$ cat src/rtl/mem_controller_mc_pkg.sv
// Shared widths, request field offsets and tag-table entry type for the multi-channel memory controller.
// Latency: n/a (types and constants only).
// Backpressure: n/a.
package mem_ctrl_pkg;

    localparam int NUM_CH     = 4;
    localparam int CH_WIDTH   = 2;
    localparam int DATA_WIDTH = 32;
    localparam int ADDR_WIDTH = 31;
    localparam int TID_WIDTH  = 16;
    localparam int MAX_OUT    = 8;
    localparam int TAG_WIDTH  = 3;

    // Request word {tid, rw, addr, data}, MSB first
    localparam int REQ_W = TID_WIDTH + 1 + ADDR_WIDTH + DATA_WIDTH;
    // Response word {tid, data}
    localparam int RSP_W = TID_WIDTH + DATA_WIDTH;

    localparam int ADDR_LSB = DATA_WIDTH;
    localparam int RW_BIT   = ADDR_LSB + ADDR_WIDTH;
    localparam int TID_LSB  = RW_BIT + 1;

    // One outstanding transaction: owning channel and the tid to return
    typedef struct packed {
        logic                 valid;
        logic [CH_WIDTH-1:0]  ch;
        logic [TID_WIDTH-1:0] tid;
    } tag_entry_t;

endpackage

$ cat src/rtl/mem_controller_mc_if.sv
// Bundle of request/response FIFO ports, tagged memory port and status for mem_controller_mc.
// Latency: n/a (wiring only).
// Backpressure: carries FIFO empty/full and memory ready/valid handshakes.
interface mem_controller_mc_if;
    import mem_ctrl_pkg::*;

    logic [NUM_CH-1:0]        req_empty;
    logic [NUM_CH-1:0]        req_rd_en;
    logic [NUM_CH*REQ_W-1:0]  req_data;
    logic [NUM_CH-1:0]        rsp_full;
    logic [NUM_CH-1:0]        rsp_wr_en;
    logic [RSP_W-1:0]         rsp_data;
    logic                     mem_req_valid;
    logic                     mem_req_ready;
    logic                     mem_req_rw;
    logic [ADDR_WIDTH-1:0]    mem_req_addr;
    logic [DATA_WIDTH-1:0]    mem_req_data;
    logic [TAG_WIDTH-1:0]     mem_req_tag;
    logic                     mem_rsp_valid;
    logic                     mem_rsp_ready;
    logic [TAG_WIDTH-1:0]     mem_rsp_tag;
    logic [DATA_WIDTH-1:0]    mem_rsp_data;
    logic [TAG_WIDTH:0]       outstanding;
    logic                     err_tag;

    // Controller side
    modport master (
        input  req_empty, req_data, rsp_full, mem_req_ready,
               mem_rsp_valid, mem_rsp_tag, mem_rsp_data,
        output req_rd_en, rsp_wr_en, rsp_data, mem_req_valid, mem_req_rw,
               mem_req_addr, mem_req_data, mem_req_tag, mem_rsp_ready,
               outstanding, err_tag
    );

    // FIFO / memory side
    modport slave (
        output req_empty, req_data, rsp_full, mem_req_ready,
               mem_rsp_valid, mem_rsp_tag, mem_rsp_data,
        input  req_rd_en, rsp_wr_en, rsp_data, mem_req_valid, mem_req_rw,
               mem_req_addr, mem_req_data, mem_req_tag, mem_rsp_ready,
               outstanding, err_tag
    );

endinterface

$ cat src/rtl/mem_controller_mc_rr_arbiter.sv
// Round-robin arbiter: first requesting channel at or after the pointer wins.
// Latency: combinational grant; pointer moves to winner+1 on the edge when advance_i is high.
// Backpressure: pointer holds while advance_i is low, so an unserved winner keeps priority.
module rr_arbiter
    import mem_ctrl_pkg::*;
(
    input  logic                clk,
    input  logic                reset_n,
    input  logic [NUM_CH-1:0]   req_i,
    input  logic                advance_i,
    output logic                gnt_vld_o,
    output logic [NUM_CH-1:0]   gnt_oh_o,
    output logic [CH_WIDTH-1:0] gnt_idx_o
);

    logic [CH_WIDTH-1:0] ptr_q;
    logic [CH_WIDTH-1:0] ptr_d;
    logic [CH_WIDTH:0]   cand;

    // Scan channels starting at the pointer, wrapping at NUM_CH
    always_comb begin
        gnt_vld_o = 1'b0;
        gnt_idx_o = '0;
        gnt_oh_o  = '0;
        cand      = '0;
        for (int i = 0; i < NUM_CH; i++) begin
            cand = {1'b0, ptr_q} + (CH_WIDTH+1)'(i);
            if (cand >= (CH_WIDTH+1)'(NUM_CH)) begin
                cand = cand - (CH_WIDTH+1)'(NUM_CH);
            end
            if (!gnt_vld_o && req_i[cand[CH_WIDTH-1:0]]) begin
                gnt_vld_o = 1'b1;
                gnt_idx_o = cand[CH_WIDTH-1:0];
            end
        end
        if (gnt_vld_o) begin
            gnt_oh_o[gnt_idx_o] = 1'b1;
        end
    end

    // Next pointer is one past the winner
    always_comb begin
        ptr_d = ptr_q;
        if (advance_i && gnt_vld_o) begin
            ptr_d = (gnt_idx_o == CH_WIDTH'(NUM_CH - 1)) ? '0 : gnt_idx_o + 1'b1;
        end
    end

    // Pointer register
    always_ff @(posedge clk or negedge reset_n) begin
        if (!reset_n) begin
            ptr_q <= '0;
        end else begin
            ptr_q <= ptr_d;
        end
    end

endmodule

$ cat src/rtl/mem_controller_mc.sv
// Arbitrates NUM_CH request FIFOs onto one tagged memory port and routes tagged responses back per channel.
// Latency: 1 cycle pop-to-mem_req_valid; response path is combinational (0 cycles).
// Backpressure: issue stalls on mem_req_ready=0 or full tag table; responses stall on the target rsp_full.
module mem_controller_mc
    import mem_ctrl_pkg::*;
(
    input  logic                clk,
    input  logic                reset_n,
    mem_controller_mc_if.master bus
);

    tag_entry_t          tbl_q [MAX_OUT];
    tag_entry_t          tbl_d [MAX_OUT];

    logic                free_vld;
    logic [TAG_WIDTH-1:0] free_tag;
    logic [TAG_WIDTH:0]  occ;

    logic                arb_vld;
    logic [NUM_CH-1:0]   arb_oh;
    logic [CH_WIDTH-1:0] arb_idx;
    logic                slot_free;
    logic                grant;
    logic [REQ_W-1:0]    head;

    logic                    req_vld_q;
    logic                    req_rw_q;
    logic [ADDR_WIDTH-1:0]   req_addr_q;
    logic [DATA_WIDTH-1:0]   req_data_q;
    logic [TAG_WIDTH-1:0]    req_tag_q;

    tag_entry_t          rsp_ent;
    logic                rsp_rdy;
    logic                rsp_hs;
    logic                rsp_push;
    logic [NUM_CH-1:0]   rsp_wr;
    logic                err_q;
    logic                err_d;

    rr_arbiter u_arb (
        .clk       (clk),
        .reset_n   (reset_n),
        .req_i     (~bus.req_empty),
        .advance_i (grant),
        .gnt_vld_o (arb_vld),
        .gnt_oh_o  (arb_oh),
        .gnt_idx_o (arb_idx)
    );

    // Lowest free tag and occupancy, both from registered state so a tag freed this cycle is not reused yet
    always_comb begin
        free_vld = 1'b0;
        free_tag = '0;
        occ      = '0;
        for (int t = MAX_OUT - 1; t >= 0; t--) begin
            if (!tbl_q[t].valid) begin
                free_vld = 1'b1;
                free_tag = TAG_WIDTH'(t);
            end
            occ = occ + (TAG_WIDTH+1)'(tbl_q[t].valid);
        end
    end

    // Select the winning channel's FIFO head
    always_comb begin
        head = '0;
        for (int c = 0; c < NUM_CH; c++) begin
            if (arb_idx == CH_WIDTH'(c)) begin
                head = bus.req_data[c*REQ_W +: REQ_W];
            end
        end
    end

    assign slot_free = !req_vld_q || bus.mem_req_ready;
    assign grant     = reset_n && slot_free && free_vld && arb_vld;

    assign bus.req_rd_en     = grant ? arb_oh : '0;
    assign bus.mem_req_valid = req_vld_q;
    assign bus.mem_req_rw    = req_rw_q;
    assign bus.mem_req_addr  = req_addr_q;
    assign bus.mem_req_data  = req_data_q;
    assign bus.mem_req_tag   = req_tag_q;
    assign bus.outstanding   = occ;
    assign bus.err_tag       = err_q;

    // Issue register: load on grant, drop after handshake, hold under backpressure
    always_ff @(posedge clk or negedge reset_n) begin
        if (!reset_n) begin
            req_vld_q  <= 1'b0;
            req_rw_q   <= 1'b0;
            req_addr_q <= '0;
            req_data_q <= '0;
            req_tag_q  <= '0;
        end else if (grant) begin
            req_vld_q  <= 1'b1;
            req_rw_q   <= head[RW_BIT];
            req_addr_q <= head[ADDR_LSB +: ADDR_WIDTH];
            req_data_q <= head[DATA_WIDTH-1:0];
            req_tag_q  <= free_tag;
        end else if (bus.mem_req_ready) begin
            req_vld_q  <= 1'b0;
        end
    end

    // Response lookup; unknown tags are always accepted and dropped
    always_comb begin
        rsp_ent  = tbl_q[bus.mem_rsp_tag];
        rsp_rdy  = reset_n && (!rsp_ent.valid || !bus.rsp_full[rsp_ent.ch]);
        rsp_hs   = bus.mem_rsp_valid && rsp_rdy;
        rsp_push = rsp_hs && rsp_ent.valid;
        rsp_wr   = '0;
        if (rsp_push) begin
            rsp_wr[rsp_ent.ch] = 1'b1;
        end
        err_d = err_q || (rsp_hs && !rsp_ent.valid);
    end

    assign bus.mem_rsp_ready = rsp_rdy;
    assign bus.rsp_wr_en     = rsp_wr;
    assign bus.rsp_data      = {rsp_ent.tid, bus.mem_rsp_data};

    // Table next state: free on response push, allocate on grant (never the same tag)
    always_comb begin
        tbl_d = tbl_q;
        if (rsp_push) begin
            tbl_d[bus.mem_rsp_tag].valid = 1'b0;
        end
        if (grant) begin
            tbl_d[free_tag].valid = 1'b1;
            tbl_d[free_tag].ch    = arb_idx;
            tbl_d[free_tag].tid   = head[TID_LSB +: TID_WIDTH];
        end
    end

    // Tag table and sticky error flag
    always_ff @(posedge clk or negedge reset_n) begin
        if (!reset_n) begin
            for (int t = 0; t < MAX_OUT; t++) begin
                tbl_q[t] <= '0;
            end
            err_q <= 1'b0;
        end else begin
            for (int t = 0; t < MAX_OUT; t++) begin
                tbl_q[t] <= tbl_d[t];
            end
            err_q <= err_d;
        end
    end

endmodule

$ cat src/flat_wrapper.sv
// flat-port wrapper written by rule: the top's interface ports become plain ports
module mem_controller_mc_flat import mem_ctrl_pkg::*;
  (clk, reset_n, bus_req_empty, bus_req_data, bus_rsp_full, bus_mem_req_ready, bus_mem_rsp_valid, bus_mem_rsp_tag, bus_mem_rsp_data, bus_req_rd_en, bus_rsp_wr_en, bus_rsp_data, bus_mem_req_valid, bus_mem_req_rw, bus_mem_req_addr, bus_mem_req_data, bus_mem_req_tag, bus_mem_rsp_ready, bus_outstanding, bus_err_tag);
  mem_controller_mc_if bus_i ();
  input  logic clk;
  input  logic reset_n;
  input wire logic [$bits(bus_i.req_empty)-1:0] bus_req_empty;
  input wire logic [$bits(bus_i.req_data)-1:0] bus_req_data;
  input wire logic [$bits(bus_i.rsp_full)-1:0] bus_rsp_full;
  input wire logic [$bits(bus_i.mem_req_ready)-1:0] bus_mem_req_ready;
  input wire logic [$bits(bus_i.mem_rsp_valid)-1:0] bus_mem_rsp_valid;
  input wire logic [$bits(bus_i.mem_rsp_tag)-1:0] bus_mem_rsp_tag;
  input wire logic [$bits(bus_i.mem_rsp_data)-1:0] bus_mem_rsp_data;
  output wire logic [$bits(bus_i.req_rd_en)-1:0] bus_req_rd_en;
  output wire logic [$bits(bus_i.rsp_wr_en)-1:0] bus_rsp_wr_en;
  output wire logic [$bits(bus_i.rsp_data)-1:0] bus_rsp_data;
  output wire logic [$bits(bus_i.mem_req_valid)-1:0] bus_mem_req_valid;
  output wire logic [$bits(bus_i.mem_req_rw)-1:0] bus_mem_req_rw;
  output wire logic [$bits(bus_i.mem_req_addr)-1:0] bus_mem_req_addr;
  output wire logic [$bits(bus_i.mem_req_data)-1:0] bus_mem_req_data;
  output wire logic [$bits(bus_i.mem_req_tag)-1:0] bus_mem_req_tag;
  output wire logic [$bits(bus_i.mem_rsp_ready)-1:0] bus_mem_rsp_ready;
  output wire logic [$bits(bus_i.outstanding)-1:0] bus_outstanding;
  output wire logic [$bits(bus_i.err_tag)-1:0] bus_err_tag;
  assign bus_i.req_empty = bus_req_empty;
  assign bus_i.req_data = bus_req_data;
  assign bus_i.rsp_full = bus_rsp_full;
  assign bus_i.mem_req_ready = bus_mem_req_ready;
  assign bus_i.mem_rsp_valid = bus_mem_rsp_valid;
  assign bus_i.mem_rsp_tag = bus_mem_rsp_tag;
  assign bus_i.mem_rsp_data = bus_mem_rsp_data;
  assign bus_req_rd_en = bus_i.req_rd_en;
  assign bus_rsp_wr_en = bus_i.rsp_wr_en;
  assign bus_rsp_data = bus_i.rsp_data;
  assign bus_mem_req_valid = bus_i.mem_req_valid;
  assign bus_mem_req_rw = bus_i.mem_req_rw;
  assign bus_mem_req_addr = bus_i.mem_req_addr;
  assign bus_mem_req_data = bus_i.mem_req_data;
  assign bus_mem_req_tag = bus_i.mem_req_tag;
  assign bus_mem_rsp_ready = bus_i.mem_rsp_ready;
  assign bus_outstanding = bus_i.outstanding;
  assign bus_err_tag = bus_i.err_tag;
  mem_controller_mc u_core (.clk(clk), .reset_n(reset_n), .bus(bus_i));
endmodule
$ cat config.mk
export PLATFORM = sky130hd
export DESIGN_NAME = mem_controller_mc_flat
export DESIGN_NICKNAME = d
export VERILOG_FILES = /design/src/rtl/mem_controller_mc_pkg.sv /design/src/rtl/mem_controller_mc_if.sv /design/src/rtl/mem_controller_mc_rr_arbiter.sv /design/src/rtl/mem_controller_mc.sv /design/src/flat_wrapper.sv
export SDC_FILE = /design/constraint.sdc
export NUM_CORES = 1
export LEC_CHECK = 0
export CAP_MARGIN = 20
export CORE_AREA = 2 2 196 198
export CTS_CLUSTER_SIZE = 24
export DETAILED_ROUTE_END_ITERATION = 16
export DIE_AREA = 0 0 198 200
export DONT_BUFFER_PORTS = 1
export SLEW_MARGIN = 20
export SYNTH_ARGS = -nofsm -noshare
export SYNTH_HDL_FRONTEND = slang
export SYNTH_SLANG_ARGS = --single-unit
export TNS_END_PERCENT = 10
$ cat constraint.sdc
create_clock -name clk -period 8.8 [get_ports clk]
set_input_delay 1.76 -clock clk [delete_from_list [all_inputs] [get_ports clk]]
set_output_delay 1.76 -clock clk [all_outputs]
set_load 0.005 [all_outputs]
== Word-level counts from Yosys, hierarchy flattened ==
Cells that the tools add are included.

* Bits in registers: 223
* Input bits: 367
* Output and inout port bits: 130
* Word-level logic and storage cells: 163

* Add/sub/neg operators: 15
* Order comparisons: 16
* Equality and inequality tests: 3
* Mux-type cells: 69
* Bitwise logic cells: 3
* Reduce and logical (&&, ||, !) cells: 26

{| class="wikitable"
|+ Operators with widths
! cell !! count
|-
| bitwise mux 152 bit || 4
|-
| two-way mux 80 bit || 4
|-
| two-way mux 152 bit || 2
|-
| demux 19 bit (select 3 bit) || 4
|-
| two-way mux 19 bit || 4
|-
| binary-select mux 19 bit (select 3 bit) || 1
|-
| adder 4 x 1 -> 4 bit || 6
|-
| two-way mux 3 bit || 8
|-
| two-way mux 1 bit || 21
|-
| < comparator 2 x 3 -> 1 bit, second input constant || 6
|-
| two-way mux 18 bit || 1
|-
| two-way mux 2 bit || 9
|-
| two-way mux 16 bit || 1
|-
| logical AND 1 bit || 15
|-
| two-way mux 4 bit || 3
|-
| binary-select mux 1 bit (select 2 bit) || 5
|-
| greater-or-equal comparator 3 bit, second input constant || 3
|-
| greater-or-equal comparator 4 bit, second input constant || 2
|-
| < comparator 4 x 1 -> 1 bit, second input constant || 2
|-
| NOT 3 -> 4 bit || 2
|-
| subtractor 2 x 1 -> 2 bit, second input constant || 4
|-
| adder 2 x 2 -> 3 bit, second input constant || 2
|-
| logical NOT 1 bit || 6
|-
| demux 1 bit (select 2 bit) || 2
|-
| 11 further kinds || 15
|}

== Depth between registers and ports, before layout ==
Gate-level depths: netlist (run 1).

* Word-level depth: 21
* Mapped depth: 14
* Depth with buffers taken out: 13

== Modules after synthesis ==
A second synthesis (run 1) with hierarchy kept.

* Cell total of the unflattened synthesis: 840
* Area total of the unflattened synthesis: 12230.5 µm²

{| class="wikitable"
|+ By module, submodules not included
! module !! times used !! cells each !! area each (µm²) !! sequential area each (µm²)
|-
| mem_controller_mc || 1 || 810 || 11967.7 || 5530.3
|-
| rr_arbiter || 1 || 30 || 262.8 || 50.0
|}

== Worst setup path after synthesis (run 1) ==
No wires, ideal clock.

* Path kind: input to output
* From: in bus_req_empty[1]
* To: out bus_req_rd_en[3]
* Arrival: 3647 ps
* Data required time: 7040 ps
* Path slack: 3393 ps
* Cell stages on the path: 11
* Buffers on the path: 3
* Cell sequence: inv_1 o22ai_1 a32oi_1 a21boi_0 nand2_1 inv_1 ha_1 clkbuf_1 clkbuf_1 clkbuf_1 and2_1

* Longest elaborated chain between the ends: 19
* Elaborated cells on any way between the ends: 31
* Classes of those cells: 2 x order compare; 20 x mux; 1 x bitwise; 8 x reduce/logical

{| class="wikitable"
|+ Ends and longest elaborated chain
! element !! RTL line !! text
|-
| from (decl) || flat_wrapper.sv:7 || <nowiki>input wire logic [$bits(bus_i.req_empty)-1:0] bus_req_empty;</nowiki>
|-
| NOT 4 bit (*) || mem_controller_mc.sv:43 || <nowiki>.req_i (~bus.req_empty),</nowiki>
|-
| binary-select mux 1 bit (select 2 bit) || mem_controller_mc_rr_arbiter.sv:31 || <nowiki>if (!gnt_vld_o && req_i[cand[CH_WIDTH-1:0]]) begin</nowiki>
|-
| two-way mux 1 bit (implied by the code) || mem_controller_mc_rr_arbiter.sv:31 ||
|-
| two-way mux 1 bit || mem_controller_mc_rr_arbiter.sv:31 ||
|-
| logical NOT 1 bit || mem_controller_mc_rr_arbiter.sv:31 ||
|-
| logical AND 1 bit || mem_controller_mc_rr_arbiter.sv:31 ||
|-
| two-way mux 1 bit || mem_controller_mc_rr_arbiter.sv:31 ||
|-
| logical NOT 1 bit || mem_controller_mc_rr_arbiter.sv:31 ||
|-
| [3 not listed] || - ||
|-
| logical AND 1 bit || mem_controller_mc_rr_arbiter.sv:31 ||
|-
| two-way mux 2 bit || mem_controller_mc_rr_arbiter.sv:31 ||
|-
| < comparator 2 x 3 -> 1 bit (implied by the code) / greater-or-equal comparator 2 x 1 -> 1 bit (equally long branches) || mem_controller_mc_rr_arbiter.sv:37 || <nowiki>gnt_oh_o[gnt_idx_o] = 1'b1;</nowiki>
|-
| logical AND 1 bit (implied by the code) || mem_controller_mc_rr_arbiter.sv:37 ||
|-
| two-way mux 1 bit (implied by the code) || mem_controller_mc_rr_arbiter.sv:37 ||
|-
| demux 1 bit (select 2 bit) || mem_controller_mc_rr_arbiter.sv:37 ||
|-
| two-way mux 4 bit || mem_controller_mc_rr_arbiter.sv:36 || <nowiki>if (gnt_vld_o) begin</nowiki>
|-
| two-way mux 4 bit (*) || mem_controller_mc.sv:77 || <nowiki>assign bus.req_rd_en = grant ? arb_oh : '0;</nowiki>
|-
| to (decl) || flat_wrapper.sv:14 || <nowiki>output wire logic [$bits(bus_i.req_rd_en)-1:0] bus_req_rd_en;</nowiki>
|}

Mark *: on every way between the ends. The rest lies on a longest branch, timed or not. The select of a mux whose other input is x is not followed.

== Final worst setup path (run 1) ==
Same ends and word-level chain as after synthesis.

==> results.py, run 1 <==
metrics = {
    "synthesis": {
        "syn_inst": 1318,
        "synth_top_area_share_pct": 47.7,
        "syn-cell-area_sq_um": 11700,
        "synth.largest_area_cell": "dfrtp_1",
        "synth_enable_flop_cells": 0,
        "yosysSeqAreaShare_pct": 47.7,
        "synth.ff_latch_count": 223,
        "ys_top_cells_by_area": "dfrtp_1 (48%), a21oi_1 (7.1%), a221oi_1 (5.9%)",
        "yosys_warnings": 0,
        "synthFlopType": "dfrtp_1",
        "ys_async_sr_fraction_pct": 100,
        "ys_types": 54,
        "syn_avg_cell_area_sq_um": 8.88,
        "synth_fp_nets": 1698,
    },
    "setup_path": {
        "max_stage_delay_ns": 0.52,
        "critPathTopFamily": "simple AND/OR/NAND/NOR gates",
        "path_max_fanout": 49,
        "critPathLaunchType": "input port",
        "arrival_ns": 3.65,
        "timing.reg2reg.setup_slack_ns": 4.59,
        "end_kind": "output pin",
        "rr_worst_depth": 12,
        "crit_required_ns": 7.04,
        "regToRegEndpoint": "u_core.tbl_q[96]$_DFFE_PN0P_",
        "r2r_start": "u_core.u_arb.ptr_q[0]$_DFFE_PN0P_",
        "crit_slowest_cell": "ha_4",
        "path_class": "in -> out",
        "cp_common_cell": "inv_1",
        "cp_num_buf_inv": 2,
        "path_cells": "inv_1 -> o22ai_1 -> a32oi_1 -> a21boi_0 -> nand2_1 -> inv_1 -> ha_4 -> and2_1",
    },
    "power_and_ir_drop": {
        "ir_drop_mv": 0.167,
        "power_density_nw_per_um2": 413,
        "leakage_nw": 5.14,
    },
    "clock_tree": {
        "cts_resized": 0,
        "clk_pin_slew_worst_paths_ns": 0.06,
        "insertion_delay_ns": 0.55,
        "cts_root_buffer": "clkbuf_16",
        "tritoncts": "built",
        "cts.path.max_buffers": 3,
        "cts_setup_buffers": 0,
        "clock-sinks": 223,
        "cts_htree_levels": 1,
        "ctsHoldBuffers": 0,
        "numCtsBuffers": 27,
    },
    "routing": {
        "drt-wirelength-per-cell_um": 28.4,
        "remaining_drc_errors": 0,
        "drt_first_iter_violations": 1138,
        "drtPass1Iterations": 5,
        "vias": 10100,
        "viasPerCell": 5.76,
        "routed_wl_um": 50000,
        "ant_nets": 0,
    },
    "cells_and_area": {
        "area_growth_pct": 8.92,
        "final_cell_mix": "dfrtp_1 (223), nor2_1 (171), a21oi_1 (165)",
        "seq_area_sq_um": 5580,
        "fin_area_sq_um": 12700,
        "fillers": 3892,
        "final_common_cell": "dfrtp_1",
        "post-route-util_pct": 34.1,
        "drive_gt1_share_pct": 7.75,
        "nNetsFinal": 1598,
        "multi_input_area_sq_um": 5370,
    },
    "global_routing": {
        "track_usage_pct": 24.7,
        "grt_pass1_wl_um": 70800,
        "grt_start_max_net_pins": 229,
        "antenna_found_initial": 13,
        "grt_overflow": 0,
        "first_global_vias": 9691,
    },
    "sta": {
        "fin_hold_ws_ns": 0.478,
        "setup_viol": 0,
        "drv_slew": 0,
        "final.setup_skew_ns": 0.00956,
        "tightest_slew_ns": 1.15,
        "finalSetupTns_ns": 0,
        "max_freq_mhz": 185,
        "period_needed_ns": 5.41,
        "hold_viol_final": 0,
        "max-slew-margin-rel_pct": 23.2,
        "finalCritPeriodShare_pct": 61.5,
        "rsz0062_at_grt": "no",
    },
    "die": {
        "die_h_um": 200,
        "initial_core_util_pct": 31.3,
        "rows": 71,
        "dieArea_sq_um": 39600,
        "dieWidth_um": 198,
        "core-area_sq_um": 37400,
        "io_pins": 497,
    },
    "worst_hold_path": {
        "min_path_cells": 2,
        "hold_start": "u_core.tbl_q[14]$_DFFE_PN0P_",
        "holdPathEnd": "u_core.tbl_q[14]$_DFFE_PN0P_",
        "hp-class": "reg -> reg",
    },
    "placement": {
        "gp_congestion": 1.04,
        "dp_hpwl_um": 36100,
        "numPortBuffers": 0,
        "dpl_cell_area_sq_um": 11800,
    },
    "status": {
        "status": "finished clean",
    },
    "flow_run": {
        "cap_violations": 0,
    },
}
-- kinds of logic (layout without fill, tap and decap cells) --
group           Yosys count  count (layout)  synth area share [%]
other cells               0              10                     0
mux                      24              24                  2.79
buf+inv                 166              86                  7.10
fa+ha+maj                13              13                  1.65
xor+xnor                  1               1                0.0749
simple gates            435             435                  16.4
flops                   223             223                  47.7
compound gates          456             456                  24.3
-- worst max-delay path by stage --
stage | start | end | cells after the start | slack [ns]
after floorplan | bus_req_empty[1] | bus_req_rd_en[3] | 11 | 3.39
after global placement | bus_req_empty[0] | u_core.tbl_q[1]$_DFFE_PN0P_ | 12 | 3.32
after detailed placement | bus_req_empty[0] | u_core.tbl_q[1]$_DFFE_PN0P_ | 12 | 3.29
after CTS | bus_req_empty[0] | bus_req_rd_en[2] | 7 | 3.39
after global routing | bus_req_empty[0] | bus_req_rd_en[2] | 7 | 3.17
final | bus_req_empty[1] | bus_req_rd_en[3] | 8 | 3.39
-- final cells by class --
cell class                      count  share of cell area [%]
Antenna cell                       10                   0.196
Tap cell                          511                    5.02
Clock inverter                     12                    1.40
Timing Repair Buffer               13                   0.766
Clock buffer                       37                    5.99
Sequential cell                   223                    43.8
Inverter                           24                   0.717
Multi-Input combinational cell    929                    42.1
-- cells in the mapped netlist, types with 2 or more instances --
cell,instances
nand4_1,17
nand3b_1,2
buf_6,4
and2_1,2
a31oi_1,3
buf_4,36
nand3_1,3
a221oi_1,79
dfrtp_1,223
and3b_1,2
buf_2,34
fa_1,4
nand2_1,134
nand2b_1,4
mux4_2,5
o22ai_1,3
a22oi_1,65
a21oi_1,165
o211ai_1,2
o21ai_0,122
nor2b_1,4
and3_1,2
nor2_1,173
nand3_2,2
o21a_1,2
a21oi_2,4
clkbuf_1,68
mux2_2,4
o31ai_1,2
nor3_1,81
inv_1,23
ha_1,9
nor3b_2,3
mux2i_1,12
-- per-stage QoR --
stage                     total power, mW  std cells  setup slack, ns
after floorplan                      3.41       1318             3.39
after global placement               3.99       1700             3.32
after detailed placement             4.06       1700             3.29
after CTS                            5.26       1749             3.39
after global routing                 5.64       1753             3.17
final                                5.26       1759             3.39
-- per-layer routing --
| layer | share of wire (%) | GRT usage, % |
|---|---|---|
| met1 | 41 | 32.0 |
| met2 | 45 | 37.8 |
| met3 | 10 | 9.48 |
| met4 | 3.4 | 8.35 |
| met5 | 0.19 | 0 |
-- sequential cells by signal, indices dropped and copies added, names as in the netlist --
signal,count
u_core.bus.mem_req_valid,1
u_core.tbl_q,152
u_core.bus.mem_req_rw,1
u_core.bus.mem_req_data,32
u_core.u_arb.ptr_q,2
u_core.bus.mem_req_addr,31
u_core.bus.mem_req_tag,3
u_core.bus.err_tag,1
-- report_power, final --
group | internal [mW] | switching, mW
clock | 0.725 | 0.464
sequential | 1.51 | 0.342
combinational | 0.753 | 1.46
-- worst min-delay path, stage by stage, from the launching register on --
cell,delay (ns)
dfrtp_1,0.34
nand2_1,0.04
o21ai_0,0.06
Power figures use the tool's default switching activity.
==> inputs of run 2 (changes only) <==
clock period = 4.6 ns   (was 8.8 ns; I/O delays follow)
==> run 2 against run 1 <==
  * Sequential power grew 92%
  * Via count grew 0.80%
  * Count of clock-buffer cells in the layout shrank 1
  * Sequential share of layout area shrank 0.42 points
  * Die area is the same
  * Worst hold slack lost 0.41 ns
  * Combinational power grew 95%
  * Routed wire length shrank 0.48%
  * Critical path type is now reg -> out
  * Largest cell class unchanged
==> results.py, run 2 (synthesized netlist as in run 1, its figures left out) <==
metrics = {
    "status": {
        "status": "finished clean",
    },
    "power_and_ir_drop": {
        "ir_drop_mv": 0.331,
        "switching_power_mw": 4.34,
        "p_seq_share_pct": 35.2,
        "clkPwrFrac_pct": 21.9,
        "totalPowerFinal_mw": 10.1,
        "switching_share_pct": 43.0,
        "comb_power_share_pct": 42.9,
        "leakage_nw": 5.22,
        "power_density_nw_per_um2": 785,
        "p_int_mw": 5.76,
    },
    "cells_and_area": {
        "final_cell_mix": "dfrtp_1 (223), nor2_1 (171), a21oi_1 (165)",
        "nNetsFinal": 1613,
        "drive_gt1_share_pct": 8.71,
        "top_register": "u_core.tbl_q",
        "largest_register_ffs": 152,
        "final_common_cell": "dfrtp_1",
        "post-route-util_pct": 34.4,
        "area_growth_pct": 9.96,
        "fin_area_sq_um": 12900,
    },
    "global_routing": {
        "grt_pass1_wl_um": 70400,
        "first_global_vias": 9672,
        "antenna_found_initial": 16,
        "track_usage_pct": 24.5,
        "grt_overflow": 0,
        "grt_start_max_net_pins": 229,
    },
    "flow_run": {
        "cap_violations": 0,
    },
    "sta": {
        "finalCritPeriodShare_pct": 94.0,
        "rsz0062_at_grt": "no",
        "finalSetupTns_ns": 0,
        "setup_viol": 0,
        "final.setup_skew_ns": 0.0144,
        "drv_slew": 0,
        "fin_hold_ws_ns": 0.0639,
        "period_needed_ns": 4.32,
        "tightest_slew_ns": 1.07,
        "hold_viol_final": 0,
        "max_freq_mhz": 231,
        "max-slew-margin-rel_pct": 28.6,
    },
    "die": {
        "rows": 71,
        "dieArea_sq_um": 39600,
        "initial_core_util_pct": 31.3,
        "core-area_sq_um": 37400,
        "die_h_um": 200,
        "io_pins": 497,
        "dieWidth_um": 198,
    },
    "setup_path": {
        "cp.depth": 9,
        "path_cells": "inv_1 -> ha_1 -> fa_1 -> fa_1 -> inv_1 -> fa_1 -> inv_1 -> fa_1 -> xnor2_1",
        "cp_common_cell": "fa_1",
        "end_kind": "output pin",
        "crit_required_ns": 3.68,
        "crit_slowest_cell": "fa_1",
        "critPathTopFamily": "adder cells",
        "path_max_fanout": 5,
        "max_stage_delay_ns": 0.51,
        "cp_num_buf_inv": 3,
        "arrival_ns": 3.40,
        "rr_worst_depth": 11,
        "path_class": "reg -> out",
        "critPathLaunchType": "flop",
    },
    "clock_tree": {
        "insertion_delay_ns": 0.56,
        "cts_setup_buffers": 0,
        "cts.path.max_buffers": 3,
        "clk_pin_slew_worst_paths_ns": 0.06,
        "cts_resized": 0,
        "numCtsBuffers": 27,
        "cts_root_buffer": "clkbuf_16",
        "cts_htree_levels": 1,
        "clock-sinks": 223,
        "ctsHoldBuffers": 0,
        "tritoncts": "built",
    },
    "routing": {
        "drt-wirelength-per-cell_um": 28.1,
        "drt_first_iter_violations": 1005,
        "remaining_drc_errors": 0,
        "ant_nets": 0,
        "routed_wl_um": 49800,
        "vias": 10200,
        "drtPass1Iterations": 5,
        "viasPerCell": 5.77,
    },
    "placement": {
        "dpl_cell_area_sq_um": 11900,
        "gp_congestion": 1.01,
        "numPortBuffers": 0,
        "dp_hpwl_um": 37100,
    },
    "worst_hold_path": {
        "hp-class": "in -> async",
    },
}
[run 2: stage by stage]
stage	setup WS (ns)	std cells
2_1_floorplan	0.873	1318
3_3_place_gp	0.245	1715
3_5_place_dp	0.196	1715
4_1_cts	0.239	1763
5_1_grt	0.171	1767
6_report	0.278	1769
[run 2: worst paths after layout]
check / startpoint / end / slack (ns)
min in group clk: u_core.tbl_q[99]$_DFFE_PN0P_ / u_core.tbl_q[99]$_DFFE_PN0P_ / 0.48
hold / removal: reset_n / u_core.bus.err_tag$_DFF_PN0_ / 0.06
max in group asynchronous: reset_n / u_core.tbl_q[102]$_DFFE_PN0P_ / 4.21
setup reg to reg: u_core.u_arb.ptr_q[0]$_DFFE_PN0P_ / u_core.tbl_q[109]$_DFFE_PN0P_ / 0.66
hold reg to reg: u_core.tbl_q[99]$_DFFE_PN0P_ / u_core.tbl_q[99]$_DFFE_PN0P_ / 0.48
setup / recovery: u_core.tbl_q[18]$_DFF_PN0_ / bus_outstanding[2] / 0.28
[run 2: layer usage]
layer	GRT usage [%]	wire length [um]	vias up
li1	-	-	4560
met1	30.8	19600	5044
met2	38.9	23400	496
met3	9.98	5420	87
met4	6.99	1200	18
met5	0	114	-
[run 2: area by class of cell]
| cell class | count | area [sq um] |
|---|---|---|
| Fill cell | 3867 | 24500 |
| Clock inverter | 12 | 164 |
| Antenna cell | 6 | 15.0 |
| Tap cell | 511 | 639 |
| Multi-Input combinational cell | 929 | 5370 |
| Clock buffer | 36 | 749 |
| Sequential cell | 223 | 5580 |
| Inverter | 24 | 91.3 |
| Timing Repair Buffer | 28 | 260 |
[run 2: power by group through the flow]
| stage | logic [mW] | clock network (mW) | registers [mW] |
|---|---|---|---|
| final | 4.33 | 2.21 | 3.55 |
| after global routing | 4.84 | 2.32 | 3.66 |
| after CTS | 4.33 | 2.25 | 3.54 |
| after detailed placement | 4.32 | 0 | 3.56 |
| after global placement | 4.19 | 0 | 3.54 |
| after floorplan | 3.18 | 0 | 3.34 |
==> inputs of run 3 (changes only) <==
PLACE_DENSITY = 0.47   (was not set)
==> run 3 against run 2 <==
  * Non-clock buffer count grew 7
  * Cell count rose by 0.68%
  * Sequential power is essentially flat
  * First-iteration DRC count shrank 20%
  * Clock power about the same
  * Flip-flop and latch count unchanged
  * Die area did not move
  * Largest power group unchanged
  * Fmax up 1.3%
  * Critical path depth is the same
  * Cell area up 0.42%
  * Critical path type unchanged
  * Highest routed layer unchanged
  * Power is 0.22% higher
  * Global-route usage increased by 0.32 points
==> results.py, run 3 (synthesized netlist as in run 1, its figures left out) <==
metrics = {
    "status": {
        "status": "finished clean",
    },
    "sta": {
        "max-slew-margin-rel_pct": 25.7,
        "final.setup_skew_ns": 0.0178,
        "finalCritPeriodShare_pct": 92.8,
        "period_needed_ns": 4.27,
        "tightest_slew_ns": 1.11,
        "max_freq_mhz": 234,
        "drv_slew": 0,
        "setup_viol": 0,
        "finalSetupTns_ns": 0,
        "rsz0062_at_grt": "no",
        "hold_viol_final": 0,
    },
    "cells_and_area": {
        "area_growth_pct": 10.4,
        "drive_gt1_share_pct": 8.89,
        "fin_cells": 1781,
        "final_cell_mix": "dfrtp_1 (223), nor2_1 (171), a21oi_1 (165)",
        "final_common_cell": "dfrtp_1",
        "nNetsFinal": 1621,
        "top_register": "u_core.tbl_q",
        "largest_register_ffs": 152,
    },
    "setup_path": {
        "path_cells": "inv_1 -> ha_1 -> fa_1 -> fa_1 -> inv_1 -> fa_1 -> inv_1 -> fa_1 -> inv_1",
        "critPathTopFamily": "adder cells",
        "timing.reg2reg.setup_slack_ns": 1.21,
        "crit_required_ns": 3.68,
        "r2r_start": "u_core.u_arb.ptr_q[0]$_DFFE_PN0P_",
        "cp-startpoint": "u_core.tbl_q[18]$_DFF_PN0_",
        "cp_num_buf_inv": 4,
        "critPathLaunchType": "flop",
        "path_class": "reg -> out",
        "end_kind": "output pin",
        "path_max_fanout": 5,
        "crit_slowest_cell": "fa_1",
        "max_stage_delay_ns": 0.49,
        "arrival_ns": 3.35,
    },
    "placement": {
        "dp_hpwl_um": 36000,
        "dp.cells": 1722,
        "numPortBuffers": 0,
        "gp_congestion": 0.916,
    },
    "clock_tree": {
        "clock-sinks": 223,
        "numCtsBuffers": 28,
        "cts_setup_buffers": 0,
        "clk_pin_slew_worst_paths_ns": 0.06,
        "ctsHoldBuffers": 0,
        "cts_htree_levels": 1,
        "cts_root_buffer": "clkbuf_16",
        "cts.path.max_buffers": 3,
        "insertion_delay_ns": 0.56,
        "cts_resized": 0,
        "tritoncts": "built",
    },
    "power_and_ir_drop": {
        "switching_power_mw": 4.32,
        "totalPowerFinal_mw": 10.1,
        "leakage_nw": 5.24,
        "switching_share_pct": 42.6,
        "ir_drop_mv": 0.312,
        "clkPwrFrac_pct": 22.0,
        "comb_power_share_pct": 42.7,
        "power_density_nw_per_um2": 783,
        "p_int_mw": 5.80,
        "p_seq_share_pct": 35.3,
    },
    "global_routing": {
        "grt_pass1_wl_um": 71200,
        "first_global_vias": 9750,
        "antenna_found_initial": 14,
        "grt_overflow": 0,
        "track_usage_pct": 24.8,
        "grt_start_max_net_pins": 229,
    },
    "routing": {
        "drtPass1Iterations": 7,
        "drt-wirelength-per-cell_um": 28.0,
        "ant_nets": 0,
        "vias": 10100,
        "viasPerCell": 5.65,
        "routed_wl_um": 49900,
        "drt_first_iter_violations": 801,
        "remaining_drc_errors": 0,
    },
    "flow_run": {
        "cap_violations": 0,
    },
    "die": {
        "core-area_sq_um": 37400,
        "dieWidth_um": 198,
        "rows": 71,
        "die_h_um": 200,
        "io_pins": 497,
        "dieArea_sq_um": 39600,
        "initial_core_util_pct": 31.3,
    },
    "worst_hold_path": {
        "hp-class": "in -> async",
    },
}
==> run 3: cell types whose count changed in the layout (fill, tap and decap cells not counted), sizes merged <==
cell and delta:
buf +7, diode +4, inv -2, clkinv -3
clkbuf +6
==> run 3: final timing paths <==
path	endpoint	depth (start not counted)
hold reg to reg	u_core.tbl_q[17]$_DFFE_PN0P_	2
max in group asynchronous	u_core.tbl_q[104]$_DFFE_PN0P_	0
setup / recovery	bus_outstanding[1]	9
hold / removal	u_core.tbl_q[75]$_DFF_PN0_	0
min in group clk	u_core.tbl_q[17]$_DFFE_PN0P_	2
setup reg to reg	u_core.bus.mem_req_data[2]$_DFFE_PN0P_	11
==> run 3: routing by layer <==
layer  up-vias  GRT usage [%]  share of wire [%]
met5         -              0               0.10
met4         8           7.77                2.5
met3        72           10.2                 11
met2       428           39.9                 47
met1      4974           30.5                 40
li1       4584              -                  -
==> run 3: cell type report <==
cell class                 count  area [sq um]
multi-input combinational    929          5370
sequential                   223          5580
tap                          511           639
clock buffer                  42           793
inverter                      24          91.3
fill                        3947         24500
clock inverter                 7           124
antenna                       10          25.0
timing repair buffer          35           300
==> run 3: worst reg2reg max path, cell delays in order (launching register included) <==
cell and delay [ns]:
dfrtp_1 0.42, o22ai_1 0.10, a32oi_1 0.15, a21boi_0 0.29, nand2_1 0.35, ha_4 0.39, buf_4 0.29, buf_4 0.31
a221oi_1 0.61, nor3_1 0.10, a21oi_1 0.13, o21ai_0 0.09
==> run 3: power groups by stage <==
stage | Clock [mW] | Combinational, mW | Sequential, mW
2_1_floorplan | 0 | 3.18 | 3.34
3_3_place_gp | 0 | 4.25 | 3.58
3_5_place_dp | 0 | 4.35 | 3.59
4_1_cts | 2.28 | 4.35 | 3.57
5_1_grt | 2.35 | 4.90 | 3.68
6_report | 2.23 | 4.33 | 3.57
==> run 3: through the flow <==
step           instance area, sq um  hold slack, ns  worst slack (ns)  util, %
3_3_place_gp                  12000           0.461             0.745     32.0
6_report                      12900          0.0748             0.332     34.6
3_5_place_dp                  12000           0.470             0.713     32.0
4_1_cts                       12900          0.0424             0.283     34.5
5_1_grt                       12900          0.0513             0.210     34.5
2_1_floorplan                 11700           0.445             0.873        -
==> variant 1 (settings of run 3) <==
Set the package constant `DATA_WIDTH` to 16 (it was 32).
--- a/src/rtl/mem_controller_mc_pkg.sv
+++ b/src/rtl/mem_controller_mc_pkg.sv
@@ -5,7 +5,7 @@
 
     localparam int NUM_CH     = 4;
     localparam int CH_WIDTH   = 2;
-    localparam int DATA_WIDTH = 32;
+    localparam int DATA_WIDTH = 16;
     localparam int ADDR_WIDTH = 31;
     localparam int TID_WIDTH  = 16;
     localparam int MAX_OUT    = 8;
Interface: changed (resized bus_mem_req_data, bus_mem_rsp_data, bus_req_data and bus_rsp_data); port bits go from 497 to 385. The function was not compared with the original's and may differ.
==> variant 1 against run 3 <==
Register-to-register slack got worse by 0.10 ns. Clock skew is 0.0089 ns higher. Via count decreased by 11%. Setup slack better by 0.074 ns. Routed wire length fell by 15%. Sequential cell count down 16. Final area down 9.5%. Total power fell by 13%. Area after synthesis is 10% lower. Global-route usage fell by 3.8 points. Largest power group unchanged. Highest routed layer unchanged.
==> variant 1: results (changes against run 3) <==
* Status: completed (unchanged)
* Synth unique cells at 44 (was 54)
* Crit path DAT at 3.27 ns (was 3.35 ns)
* Largest cells by area after synthesis: dfrtp_1 49%, a21oi_1 7.4%, nor2_1 5.8% (was dfrtp_1 48%, a21oi_1 7.1%, a221oi_1 5.9%)
* R2r setup slk at 1.11 ns (was 1.21 ns)
* DPL Wire Length at 31100 µm (was 36000 µm)
* Top cells by count, synth: 207 x dfrtp_1, 162 x nor2_1, 154 x a21oi_1, 119 x nand2_1, 108 x o21ai_0 (was 223 x dfrtp_1, 173 x nor2_1, 165 x a21oi_1, 134 x nand2_1, 122 x o21ai_0)
* PostCTS Resize Cnt at 0 (unchanged)
* Min-Delay Path Class: input pin to async pin (unchanged)
* Post-CTS Setup Repair Bufs at 0 (unchanged)
* Placer Congestion at 0.881 (was 0.916)
* Worst r2r dst: u_core.tbl_q[77] (was u_core.bus.mem_req_data[2])
* H-tree depth at 1 (unchanged)
* Vias in the first global route at 8706 (was 9750)
* R2r worst-path depth at 11 (unchanged)
* GRT Resource Usage Total at 21.1% (was 24.8%)
* Share of cells above drive strength 1 at 8.03% (was 8.89%)
* Grt ovf at 0 (unchanged)
* Leak pwr at 4.76 nW (was 5.24 nW)
* Crit-path max FO at 5 (unchanged)
* Slew HR at 30.4% (was 25.7%)
* Ys async rst share at 100% (unchanged)
* Clk_lat worst skew at 0.54 ns (was 0.56 ns)
* Cts bufs inserted at 24 (was 28)
* Pre-CTS WS at 0.608 ns (was 0.713 ns)
* Largest net degree at the start of global routing at 212 (was 229)
* Clock transition at path regs at 0.06 ns (about the same)
* 1st-pass router iterations at 5 (was 7)
* Initial antenna violation count at 13 (was 14)
* Peak VDD IR at 267 µV (was 312 µV)
* CTS root buf: clkbuf_16 (unchanged)
* Post-synthesis sequential area ratio at 49.4% (was 47.7%)
* First-pass GRT wire length at 61500 µm (was 71200 µm)
* Synth Warn # at 0 (unchanged)
* Vias per cell at 5.37 (was 5.65)
* Nets at 1433 (was 1621)
* Largest reg by FF count: u_core.tbl_q (unchanged)
* Drt initial violations at 539 (was 801)
* Layout Skew at 0.0267 ns (was 0.0178 ns)
* Port Buf Inserts at 0 (unchanged)
* Avg WL per Cell at 25.6 µm (was 28.0 µm)
* Max clock buf depth at 3 (unchanged)
* Max FFs per register at 152 (unchanged)
* Syn Nets at 1483 (was 1698)
* Launch point of the worst reg-to-reg path: u_core.u_arb.ptr_q[1] (was u_core.u_arb.ptr_q[0])
-- variant 1: cell type report --
| type | instances | area (µm²) |
|---|---|---|
| Inverter | 24 | 90.1 |
| Timing Repair Buffer | 33 | 248 |
| Multi-Input combinational cell | 843 | 4790 |
| Clock inverter | 3 | 26.3 |
| Fill cell | 3956 | 25700 |
| Tap cell | 511 | 639 |
| Clock buffer | 36 | 706 |
| Antenna cell | 8 | 20.0 |
| Sequential cell | 207 | 5180 |
-- variant 1: power breakdown --
group / leakage, nW / switching [mW] / total [mW] / internal, mW
logic: 1.89 / 2.42 / 3.74 / 1.32
registers: 2.51 / 0.574 / 3.24 / 2.67
clock network: 0.361 / 0.766 / 1.82 / 1.05
total: 4.76 / 3.76 / 8.80 / 5.04
-- variant 1: cell families (layout without fill, tap and decap cells) --
| family | after synthesis | after routing | synth area share [%] |
|---|---|---|---|
| AOI/OAI and AO/OA | 414 | 414 | 24.2 |
| and+or+nand+nor | 391 | 391 | 16.0 |
| DFF | 207 | 207 | 49.4 |
| buffers and inverters | 133 | 96 | 5.69 |
| muxes | 24 | 24 | 2.76 |
| adders and majority gates | 13 | 13 | 1.84 |
| xor gates and xnor gates | 1 | 1 | 0.0836 |
| other | 0 | 8 | 0 |
-- variant 1: metal layers --
layer | up-vias | GRT usage [%] | part of all wire (%)
met5 | - | 0 | 0.17
met4 | 10 | 5.12 | 1.5
met3 | 51 | 7.29 | 8.2
met2 | 326 | 36.9 | 51
met1 | 4406 | 24.8 | 39
li1 | 4154 | - | -
-- variant 1: worst max path at each step --
stage                           startpoint                  to  slack [ns]  cells past startpoint
after detailed placement  bus_req_empty[1]   u_core.tbl_q[148]        0.61                     14
after CTS                 u_core.tbl_q[18]  bus_outstanding[1]        0.35                      9
after floorplan           bus_req_empty[1]    bus_req_rd_en[3]        0.75                     11
final                     u_core.tbl_q[18]  bus_outstanding[1]        0.41                      9
after global routing      u_core.tbl_q[18]  bus_outstanding[1]        0.28                      9
after global placement    bus_req_empty[1]   u_core.tbl_q[148]        0.67                     14
-- variant 1: through the flow --
step	total power [mW]	hold slack, ns	cell area [µm²]	std cells	utilization [%]
floorplan	5.83	0.445	10500	1183	-
global placement	6.94	0.462	10900	1618	29.3
detailed placement	7.03	0.470	10900	1618	29.3
CTS	8.88	0.0896	11700	1657	31.2
global route	9.50	0.0754	11700	1662	31.3
finish	8.80	0.102	11700	1665	31.3
-- variant 1: critical path: stages, from the launching register on --
cell and delay, ns:
dfrtp_1 0.44, inv_1 0.07, ha_1 0.30, fa_1 0.48
fa_1 0.49, inv_1 0.05, fa_1 0.37, inv_1 0.09
fa_1 0.39, inv_1 0.08
==> variant 2 (config.mk and constraints of run 3) <==
Without the edit above. Make the reset (`reset_n`) synchronous in 3 clocked blocks.
--- a/src/rtl/mem_controller_mc_rr_arbiter.sv
+++ b/src/rtl/mem_controller_mc_rr_arbiter.sv
@@ -47,7 +47,7 @@
     end
 
     // Pointer register
-    always_ff @(posedge clk or negedge reset_n) begin
+    always_ff @(posedge clk) begin
         if (!reset_n) begin
             ptr_q <= '0;
         end else begin
--- a/src/rtl/mem_controller_mc.sv
+++ b/src/rtl/mem_controller_mc.sv
@@ -84,7 +84,7 @@
     assign bus.err_tag       = err_q;
 
     // Issue register: load on grant, drop after handshake, hold under backpressure
-    always_ff @(posedge clk or negedge reset_n) begin
+    always_ff @(posedge clk) begin
         if (!reset_n) begin
             req_vld_q  <= 1'b0;
             req_rw_q   <= 1'b0;
@@ -133,7 +133,7 @@
     end
 
     // Tag table and sticky error flag
-    always_ff @(posedge clk or negedge reset_n) begin
+    always_ff @(posedge clk) begin
         if (!reset_n) begin
             for (int t = 0; t < MAX_OUT; t++) begin
                 tbl_q[t] <= '0;
Behaviour: differs if reset_n is asserted again (counterexample within 4 cycles, from zero or initial values and one cycle with reset_n low); with reset_n held inactive, the same outputs for 4 cycles.
==> variant 2 against run 3 <==
Global-route usage fell by 0.57 points. Highest routed layer unchanged. Largest cell class is now multi-input combinational cells. Clock skew increased by 0.0052 ns. Count of clock-buffer cells in the layout is 1 higher. Hold slack better by 0.42 ns. Fmax is 1.9% higher. Final area fell by 0.11%. Sequential cell count unchanged. Routed wire length hardly changed. Die area is the same. Setup slack improved by 0.081 ns. Area after synthesis is 0.36% higher. Sequential share of layout area is 8.6 points lower.
Power is not compared: it rests on default switching activity, and its combinational part moved more than twofold at a synthesized area within 25%.
==> variant 2: results (changes against run 3) <==
* Crit path DAT at 3.27 ns (was 3.35 ns)
* DPL Wire Length at 35800 µm (was 36000 µm)
* Min-Delay Path Class: flip-flop to flip-flop (was input pin to async pin)
* Share of cells above drive strength 1 at 7.31% (was 8.89%)
* PostCTS Resize Cnt at 0 (unchanged)
* Post-CTS Setup Repair Bufs at 0 (unchanged)
* Largest net degree at the start of global routing at 121 (was 229)
* Post-synthesis sequential area ratio at 38.0% (was 47.7%)
* Pre-CTS WS at 0.721 ns (was 0.713 ns)
* 1st-pass router iterations at 5 (was 7)
* Ys async rst share at 0% (was 100%)
* Peak VDD IR at 325 µV
* Worst slew pin tran at 1.08 ns (was 1.11 ns)
* Largest reg by FF count: u_core.tbl_q (unchanged)
* Largest cells by area after synthesis: dfxtp_1 38%, a211oi_1 8.2%, a21oi_1 8.1% (was dfrtp_1 48%, a21oi_1 7.1%, a221oi_1 5.9%)
* Status: completed (unchanged)
* Port Buf Inserts at 0 (unchanged)
* CTS root buf: clkbuf_16 (unchanged)
* Syn Nets at 1901 (was 1698)
* Layout Skew at 0.0230 ns (was 0.0178 ns)
* Cts bufs inserted at 28 (unchanged)
* Vias per cell at 5.57 (was 5.65)
* Synth unique cells at 50 (was 54)
* Vias in the first global route at 10.3k (was 9750)
* Clock transition at path regs at 0.06 ns (about the same)
* Filler Cells Inserted at 4003 (was 3947)
* GRT Resource Usage Total at 24.2% (was 24.8%)
* Top_reg_cell synth: dfxtp_1 (was dfrtp_1)
* Leak pwr at 4.06 nW
* Top cells by count, synth: 231 x nor2_1, 223 x dfxtp_1, 190 x a21oi_1, 150 x nand2_1, 128 x a211oi_1 (was 223 x dfrtp_1, 173 x nor2_1, 165 x a21oi_1, 134 x nand2_1, 122 x o21ai_0)
* Max FFs per register at 152 (unchanged)
* First-pass GRT wire length at 71400 µm (was 71200 µm)
* Crit-path max FO at 5 (unchanged)
* Max clock buf depth at 3 (unchanged)
* Initial antenna violation count at 9 (was 14)
* Placer Congestion at 0.905 (was 0.916)
* Nets at 1785 (was 1621)
* DRT Wirelength at 49900 µm (about the same)
* Synth Warn # at 0 (unchanged)
* Drt initial violations at 728 (was 801)
* Clk_lat worst skew at 0.58 ns (was 0.56 ns)
* H-tree depth at 1 (unchanged)
variant 2: metrics by stage:
stage	instances	util, %	power [mW]	hold slack (ns)
after floorplan	1521	-	3.30	0.448
after global placement	1886	32.0	3.78	0.468
after detailed placement	1886	32.0	3.79	0.483
after CTS	1934	34.5	6.02	0.477
after global routing	1939	34.5	6.29	0.494
final	1941	34.5	5.97	0.496
variant 2: path summary, 6_finish.rpt:
kind,from,end,slack [ns],cells after the start
min,u_core.tbl_q[111],u_core.tbl_q[111],0.50,2
max reg2reg,u_core.u_arb.ptr_q[0],u_core.tbl_q[25],1.20,12
min reg2reg,u_core.tbl_q[111],u_core.tbl_q[111],0.50,2
max,u_core.tbl_q[18],bus_outstanding[1],0.41,9
variant 2: area by class of cell:
class | count | area (µm²) | share of cell area, %
well taps | 511 | 639 | 4.95
multi-input cells | 1096 | 6480 | 50.2
clock buffers | 43 | 847 | 6.56
diodes | 7 | 17.5 | 0.136
flip-flops and latches | 223 | 4460 | 34.6
repair buffers | 34 | 293 | 2.27
clock inverters | 5 | 81.3 | 0.630
inverters | 22 | 87.6 | 0.678
variant 2: per-layer routing:
| metal | global-route usage, % | wire length (µm) | vias up |
|---|---|---|---|
| met5 | 0 | 21 | - |
| met4 | 6.40 | 921 | 4 |
| met3 | 7.93 | 4490 | 53 |
| met2 | 39.6 | 23800 | 414 |
| met1 | 30.8 | 20700 | 5144 |
| li1 | - | - | 5199 |
variant 2: report_power, final:
part / total [mW] / switching (mW) / leakage, nW / internal, mW
registers: 2.14 / 0.0938 / 1.82 / 2.04
clock network: 2.21 / 0.895 / 0.451 / 1.32
logic: 1.62 / 1.09 / 1.80 / 0.529
total: 5.97 / 2.08 / 4.06 / 3.89
variant 2: kinds of logic (layout without fill, tap and decap cells):
| group | Yosys count | in the layout | share of synthesized area [%] |
|---|---|---|---|
| xor+xnor | 1 | 1 | 0.0746 |
| mux | 29 | 29 | 2.85 |
| flops | 223 | 223 | 38.0 |
| fa+ha+maj | 13 | 13 | 1.64 |
| compound gates | 538 | 538 | 28.9 |
| buf+inv | 202 | 104 | 7.82 |
| other cells | 0 | 7 | 0 |
| simple gates | 515 | 515 | 20.7 |
variant 2: critical path: stages, from the launching register on:
cell and delay [ns]:
dfxtp_1 0.41, inv_1 0.07, ha_1 0.31, fa_1 0.45, fa_1 0.49, inv_1 0.05, fa_1 0.38, inv_1 0.09
fa_1 0.39, inv_1 0.08
